`config.mk`:
```
export PLATFORM = sky130hd
export DESIGN_NAME = rotate_shadow_ctrl
export DESIGN_NICKNAME = d
export VERILOG_FILES = /design/src/rtl/rotate_shadow_ctrl.sv
export SDC_FILE = /design/constraint.sdc
export NUM_CORES = 1
export LEC_CHECK = 0
export BUFFER_PORTS_ARGS = -buffer_cell sky130_fd_sc_hd__buf_2
export CORE_UTILIZATION = 49
export CTS_BUF_LIST = sky130_fd_sc_hd__clkbuf_2 sky130_fd_sc_hd__clkbuf_4 sky130_fd_sc_hd__clkbuf_8
export DETAILED_ROUTE_END_ITERATION = 10
export PLACE_DENSITY = 0.78
export SETUP_SLACK_MARGIN = 0.3
export SLEW_MARGIN = 25
export SYNTH_ARGS = -nofsm -noshare
export SYNTH_HDL_FRONTEND = slang
export SYNTH_SLANG_ARGS = --single-unit
export TNS_END_PERCENT = 30
```
`constraint.sdc`:
```
create_clock -name img_clk -period 1.8 [get_ports img_clk]
set_input_delay 0.09 -clock img_clk [delete_from_list [all_inputs] [get_ports img_clk]]
set_output_delay 0.09 -clock img_clk [all_outputs]
set_load 0.02 [all_outputs]
```
`src/rtl/rotate_shadow_ctrl.sv`:
```
// Frame-synchronous shadow register for the YUV420 rotate datapath settings.
// Staged cfg values are committed only between frames, with a one-cycle shadow_sync strobe.
`ifndef DTYPE_WIDTH
`define DTYPE_WIDTH 8
`endif
`ifndef DTYPE_FRAME_START
`define DTYPE_FRAME_START 1
`endif
`ifndef DTYPE_FRAME_END
`define DTYPE_FRAME_END 2
`endif

module rotate_shadow_ctrl #(
  parameter int DRAIN_TIMEOUT = 4096,
  parameter int ANGLE_WIDTH   = 16
) (
  input  logic                    img_clk,
  input  logic                    resetb,
  input  logic                    cfg_enable_420,
  input  logic                    cfg_enable_rotate,
  input  logic [ANGLE_WIDTH-1:0]  cfg_sin_theta,
  input  logic [ANGLE_WIDTH-1:0]  cfg_cos_theta,
  input  logic                    cfg_update,
  input  logic                    dvi,
  input  logic [`DTYPE_WIDTH-1:0] dtypei,
  input  logic                    dvo,
  input  logic [`DTYPE_WIDTH-1:0] dtypeo,
  output logic                    enable_420,
  output logic                    enable_rotate,
  output logic [ANGLE_WIDTH-1:0]  sin_theta,
  output logic [ANGLE_WIDTH-1:0]  cos_theta,
  output logic                    shadow_sync,
  output logic                    pending,
  output logic                    timeout_err,
  output logic [7:0]              commit_count
);

  localparam int DW = `DTYPE_WIDTH;
  localparam int CW = (DRAIN_TIMEOUT > 1) ? $clog2(DRAIN_TIMEOUT) : 1;
  localparam logic [CW-1:0] DRAIN_LAST = CW'(DRAIN_TIMEOUT - 1);
  localparam logic [DW-1:0] DT_FS = DW'(`DTYPE_FRAME_START);
  localparam logic [DW-1:0] DT_FE = DW'(`DTYPE_FRAME_END);

  typedef enum logic [1:0] {S_IDLE, S_DRAIN, S_SYNC} state_t;

  state_t                 r_state;
  logic                   r_in_frame;
  logic                   r_out_frame;
  logic [CW-1:0]          r_drain_cnt;
  logic                   r_pend_420;
  logic                   r_pend_rotate;
  logic [ANGLE_WIDTH-1:0] r_pend_sin;
  logic [ANGLE_WIDTH-1:0] r_pend_cos;

  logic w_busy;
  logic w_drain_expire;

  assign w_busy         = r_in_frame | r_out_frame;
  assign w_drain_expire = (r_state == S_DRAIN) && w_busy && (r_drain_cnt == DRAIN_LAST);

  // A drain timeout abandons both frames so the next update does not stall again.
  always_ff @(posedge img_clk or negedge resetb) begin
    if (!resetb) begin
      r_in_frame  <= 1'b0;
      r_out_frame <= 1'b0;
    end else if (w_drain_expire) begin
      r_in_frame  <= 1'b0;
      r_out_frame <= 1'b0;
    end else begin
      if (dvi && dtypei == DT_FE)      r_in_frame <= 1'b0;
      else if (dvi && dtypei == DT_FS) r_in_frame <= 1'b1;
      if (dvo && dtypeo == DT_FE)      r_out_frame <= 1'b0;
      else if (dvo && dtypeo == DT_FS) r_out_frame <= 1'b1;
    end
  end

  always_ff @(posedge img_clk or negedge resetb) begin
    if (!resetb) begin
      r_state       <= S_IDLE;
      r_drain_cnt   <= '0;
      r_pend_420    <= 1'b0;
      r_pend_rotate <= 1'b0;
      r_pend_sin    <= '0;
      r_pend_cos    <= '0;
      pending       <= 1'b0;
      enable_420    <= 1'b0;
      enable_rotate <= 1'b0;
      sin_theta     <= '0;
      cos_theta     <= '0;
      shadow_sync   <= 1'b0;
      timeout_err   <= 1'b0;
      commit_count  <= '0;
    end else begin
      shadow_sync <= 1'b0;
      if (cfg_update) begin
        r_pend_420    <= cfg_enable_420;
        r_pend_rotate <= cfg_enable_rotate;
        r_pend_sin    <= cfg_sin_theta;
        r_pend_cos    <= cfg_cos_theta;
        pending       <= 1'b1;
      end
      case (r_state)
        S_IDLE: begin
          if (pending) begin
            r_drain_cnt <= '0;
            r_state     <= w_busy ? S_DRAIN : S_SYNC;
          end
        end
        S_DRAIN: begin
          if (!w_busy) begin
            r_state <= S_SYNC;
          end else if (w_drain_expire) begin
            timeout_err <= 1'b1;
            r_state     <= S_SYNC;
          end else begin
            r_drain_cnt <= r_drain_cnt + CW'(1);
          end
        end
        S_SYNC: begin
          enable_420    <= r_pend_420;
          enable_rotate <= r_pend_rotate;
          sin_theta     <= r_pend_sin;
          cos_theta     <= r_pend_cos;
          shadow_sync   <= 1'b1;
          commit_count  <= commit_count + 8'd1;
          // An update landing on the commit edge stays pending for the next pass.
          if (!cfg_update) pending <= 1'b0;
          r_state <= S_IDLE;
        end
        default: r_state <= S_IDLE;
      endcase
    end
  end

endmodule
```
==> results.json, run 1 <==
{
  "cp_max_fo": 4,
  "finalPower_mw": 6.97,
  "cp_num_buf_inv": 0,
  "die_h_um": 90.7,
  "worst-slew-pin-transition_ns": 0.551,
  "max_freq_mhz": 580,
  "start_util": 0.520,
  "cts-buffers-inserted": 9,
  "crit_arrival_ns": 1.96,
  "hpwl_um": 5300,
  "via_count": 3111,
  "rows": 31,
  "final_cell_mix": "119 x nand2_1, 98 x buf_2, 95 x dfrtp_1, 35 x dlygate4sd3_1, 34 x mux2_2",
  "syn-instance-count": 352,
  "final_common_cell": "nand2_1",
  "startpoint": "r_drain_cnt[0]",
  "overflow": 0,
  "core_um2": 7410,
  "cp_slowest_stage_delay_ns": 0.42,
  "worstSetupEndpointType": "register",
  "grt_antenna_before_repair": 0,
  "numClockSinks": 95,
  "whs_ns": 0.0683,
  "yosys_warnings": 0,
  "finalHoldViolations": 0,
  "synth-seq-area-share": 0.617,
  "cts_root_buf": "clkbuf_8",
  "cts_htree_levels": 3,
  "crit_family": "simple AND/OR/NAND/NOR gates",
  "vias_per_cell": 5.17,
  "synth_edf_count": 0,
  "routabilityCongestion": 0.859,
  "portBuffers": 99,
  "maxSlewHeadroom": 0.631,
  "irDropWorstVdd_mv": 0.944,
  "async_reset_ff_frac": 1.00,
  "crit_required_ns": 2.03,
  "io_pins": 100,
  "synthesis.area_um2": 3850,
  "p_leak_nw": 2.59,
  "cap_viol_max_count": 0,
  "cellPowerDensity_nw_per_um2": 1340,
  "reg2reg_slack_ns": 0.08,
  "tns_ns": 0,
  "clk_latency_ns": 0.35,
  "wl_per_cell_um": 14.6,
  "min_path_type": "primary input to register",
  "drive_gt1_frac": 0.352,
  "synth_cell_types": 38,
  "setup_viol": 0,
  "crit_slowest_cell": "or4_4",
  "dieArea_um2": 8220,
  "status": "finished, final reports clean",
  "grtUsageTotal": 0.224,
  "path_cells": "ha_4, nand3_2, or3_4, or4_4, mux2i_1",
  "critPathKind": "register to register",
  "syn2layout_area_growth_pct": 34.9,
  "synthFlopType": "dfrtp_1",
  "die_x_um": 90.7,
  "syn_nets": 409,
  "layout.nets": 556,
  "cts.path.max_buffers": 2,
  "final_cell_count_no_fill": 602,
  "path_depth": 5,
  "cts.reportedPaths.clkPinSlew_ns": 0.09,
  "period_needed_ns": 1.72,
  "wirelength_um": 8760,
  "avgSynthCellArea_um2": 10.9,
  "cts_tree": "done",
  "grt_max_degree": 52,
  "dp_slack_ns": 0.0581,
  "place_inst": 548,
  "period_share": 0.958,
  "final-max-slew-violation-count": 0,
  "reg2reg_to": "r_drain_cnt[10]",
  "antennaDiodeCount": 0,
  "fin_skew_ns": 0.00941,
  "critPathLaunchType": "register",
  "grt_first_pass_wirelength_um": 14500,
  "grt_setup_unrepaired": "true",
  "antenna_left": 0,
  "ys_ff_latch": 95,
  "worstSetupEndpoint": "r_drain_cnt[10]",
  "drt_iter0_drc": 141,
  "reg2reg_depth": 5,
  "grt_pass1_vias": 3171,
  "drcViolationCount": 0,
  "setup_ws_ns": 0.0759,
  "first_pass_iters": 4,
  "r2r-start": "r_drain_cnt[0]"
}
## synth_stat cells (2+ instances only)
library cell,n,share of area
or4_1,5,0.0097
clkbuf_1,7,0.0068
a31oi_1,4,0.0065
inv_1,5,0.0049
nand2_1,119,0.12
ha_1,2,0.0065
or3_1,3,0.0049
mux2_2,34,0.099
dfrtp_1,95,0.62
nor2b_1,2,0.0032
nand3_1,10,0.013
a21oi_1,5,0.0065
o21ai_0,3,0.0039
xnor2_1,4,0.0091
nor3_1,8,0.010
o31ai_1,4,0.0078
xor2_1,3,0.0068
buf_1,3,0.0029
mux2i_1,4,0.010
and4_1,2,0.0045
nand4_1,3,0.0049
a2bb2oi_1,2,0.0045
buf_2,2,0.0026
nor2_1,8,0.0078
nor4b_1,2,0.0045
## power by group
part,total [mW],internal (mW),switching [mW],leakage [nW]
Clock,1.55,0.816,0.737,0.109
Sequential,3.07,2.70,0.374,1.17
Combinational,2.35,0.880,1.47,1.32
Total,6.97,4.39,2.58,2.59
## worst min path at each step
stage,startpoint,end,slack [ns],cells after the start
floorplan,resetb,commit_count[0],-0.21,0
global placement,resetb,sin_theta[6],-0.04,1
detailed placement,resetb,sin_theta[6],-0.04,1
CTS,dtypei[1],r_in_frame,0.06,4
global route,dtypei[1],r_in_frame,0.07,4
finish,dtypei[1],r_in_frame,0.07,4
## cell type report
cell class / instances / area (um2)
flip-flops and latches: 95 / 2380
fillers: 556 / 2210
multi-input cells: 238 / 1460
repair buffers: 149 / 998
clock buffers: 10 / 138
well taps: 99 / 124
clock inverters: 5 / 81.3
inverters: 6 / 22.5
## stage by stage
step                 util  area [um2]
detailed placement  0.615        4560
floorplan               -        3860
CTS                 0.699        5180
global route        0.702        5200
global placement    0.615        4560
finish              0.702        5200
## logic make-up after synthesis
family / synth area share
AND/OR/NAND/NOR: 0.192
adder cells (fa/ha/maj): 0.00649
buffers and inverters: 0.0195
XOR/XNOR: 0.0159
flip-flops: 0.617
AO/OA/AOI/OAI: 0.0396
multiplexers: 0.110
## tightest hold or removal path: stages
cell and delay [ns]:
buf_2 0.10, nand3_1 0.06, a2bb2oi_1 0.06, nor2_1 0.07
## routing by layer
layer | wire length, um | GRT usage | vias to the layer above
li1 | - | - | 1471
met1 | 3640 | 0.264 | 1515
met2 | 4440 | 0.385 | 109
met3 | 522 | 0.0606 | 16
met4 | 162 | 0.0887 | 0
met5 | 0 | 0 | -
## registers in the layout (all words and copies together) (netlist names), 2 cells and up
signal and flops:
r_pend_sin 16, r_state 2, r_drain_cnt 12, commit_count 8
cos_theta 16, sin_theta 16, r_pend_cos 16
## repair_timing
action / CTS / global route
buffers inserted: 4 / 0
pin swaps: 4 / 1
gates resized for setup: 4 / 5
hold buffers: 35 / 0
hold endpoints to repair: 129 / 0
setup endpoints to repair: 15 / 18
Power figures use the tool's default switching activity.
==> run 2: changes to the inputs <==
CELL_PAD_IN_SITES_DETAIL_PLACEMENT = 2   (was default)
CELL_PAD_IN_SITES_GLOBAL_PLACEMENT = 2   (was default)
CORE_UTILIZATION = 31   (was 49)
HOLD_SLACK_MARGIN = 0.1   (was default)
==> run 2 against run 1 <==
Effect of this change: hold slack improved by 0.16 ns; power rose by 1.6%; global-route usage fell by 3.2 points; largest cell class unchanged; worst setup slack improved by 0.011 ns; largest power group unchanged; utilization fell by 26 points.
==> results.json, run 2 (same netlist as run 1, synthesis figures left out) <==
{
  "status": "finished, final reports clean",
  "p_leak_nw": 2.63,
  "grtUsageTotal": 0.192,
  "worst-slew-pin-transition_ns": 0.530,
  "wl_per_cell_um": 17.1,
  "cts_root_buf": "clkbuf_8",
  "cap_viol_max_count": 0,
  "period_share": 0.951,
  "vias_per_cell": 4.71,
  "r2r-start": "r_drain_cnt[1]",
  "dieArea_um2": 12900,
  "routabilityCongestion": 0.775,
  "grt_pass1_vias": 3672,
  "core_um2": 12100,
  "cts_tree": "done",
  "cts-buffers-inserted": 9,
  "dpl_cell_area_um2": 4660,
  "cts.path.max_buffers": 2,
  "fin_skew_ns": 0.00843,
  "hpwl_um": 7200,
  "crit_family": "simple AND/OR/NAND/NOR gates",
  "start_util": 0.320,
  "drt_iter0_drc": 76,
  "met2_usage": 0.371,
  "crit_slowest_cell": "or4_4",
  "io_pins": 100,
  "syn2layout_area_growth_pct": 39.1,
  "cp_max_fo": 5,
  "grt_use_met3": 0.0399,
  "irDropWorstVdd_mv": 0.684,
  "critPathKind": "register to register",
  "portBuffers": 99,
  "reg2reg_depth": 5,
  "clk_latency_ns": 0.37,
  "maxSlewHeadroom": 0.647,
  "finalHoldViolations": 0,
  "grt_first_pass_wirelength_um": 19000,
  "wirelength_um": 11700,
  "grt_busiest_layer": "met2",
  "cp_slowest_stage_delay_ns": 0.43,
  "worstSetupEndpointType": "register",
  "cts_htree_levels": 3,
  "layout.nets": 566,
  "first_pass_iters": 4,
  "cp_num_buf_inv": 0,
  "final-max-slew-violation-count": 0,
  "cellPowerDensity_nw_per_um2": 1320,
  "whs_ns": 0.232,
  "grt_setup_unrepaired": "true",
  "min_path_type": "primary input to asynchronous set/reset pin",
  "grt_max_degree": 37,
  "finalPower_mw": 7.08,
  "via_count": 3206,
  "crit_arrival_ns": 1.97,
  "crit_required_ns": 2.06,
  "drcViolationCount": 0,
  "final_cell_mix": "119 x nand2_1, 98 x buf_2, 94 x dfrtp_1, 41 x dlygate4sd3_1, 34 x mux2_2",
  "numClockSinks": 95,
  "reg2reg_to": "r_drain_cnt[10]",
  "cts.reportedPaths.clkPinSlew_ns": 0.09,
  "grt_antenna_before_repair": 0,
  "grt_util_met1": 0.204,
  "tns_ns": 0,
  "antennaDiodeCount": 0,
  "die_h_um": 113,
  "drive_gt1_frac": 0.352,
  "final_common_cell": "nand2_1",
  "max_freq_mhz": 584,
  "overflow": 0,
  "path_cells": "ha_2, nand3_2, or3_4, or4_4, mux2i_1",
  "reg2reg_slack_ns": 0.09,
  "critPathLaunchType": "register",
  "setup_viol": 0,
  "period_needed_ns": 1.71,
  "die_x_um": 113,
  "final_area_um2": 5360,
  "rows": 40,
  "antenna_left": 0
}
run 2: layer usage:
metal  up-vias  share of wire
met5         -              0
met2        64           0.55
met3        11          0.040
li1       1488              -
met1      1643           0.39
met4         0          0.015
run 2: worst max path at each step:
stage	slack, ns	depth (start not counted)	startpoint	end
floorplan	0.12	5	r_drain_cnt[0]	r_drain_cnt[10]
global placement	0.08	5	r_drain_cnt[0]	r_drain_cnt[10]
detailed placement	0.006	5	r_drain_cnt[0]	r_drain_cnt[10]
CTS	0.09	5	r_drain_cnt[1]	r_drain_cnt[10]
global route	0.02	5	r_drain_cnt[1]	r_drain_cnt[10]
finish	0.09	5	r_drain_cnt[1]	r_drain_cnt[10]
run 2: cell type report:
class	count	area (um2)
Clock buffer	10	131
Clock inverter	4	72.6
Fill cell	1252	6700
Inverter	6	22.5
Multi-Input combinational cell	238	1450
Sequential cell	95	2380
Tap cell	168	210
Timing Repair Buffer	159	1100
run 2: timing repair:
| item | CTS | global route |
|---|---|---|
| setup buffers | 6 | 1 |
| pin swaps | 2 | 1 |
| endpoints found under the hold margin | 117 | 0 |
| gates resized for setup | 2 | 5 |
| hold buffers | 41 | 0 |
| setup endpoints to repair | 17 | 18 |
run 2: power by group:
group	internal (mW)	switching, mW
registers	2.70	0.386
clock network	0.781	0.750
logic	0.895	1.57
total	4.37	2.71
run 2: worst register-to-register path, cell delays in order, from the launching register on:
cell,delay (ns)
dfrtp_1,0.38
ha_2,0.20
nand3_2,0.09
or3_4,0.38
or4_4,0.43
mux2i_1,0.13
run 2: per-stage QoR:
step | util | std cells | setup slack, ns
after floorplan | - | 352 | 0.123
after CTS | 0.442 | 679 | 0.0941
final | 0.445 | 680 | 0.0873
after global routing | 0.445 | 680 | 0.0202
after detailed placement | 0.387 | 618 | 0.00602
after global placement | 0.387 | 618 | 0.0769
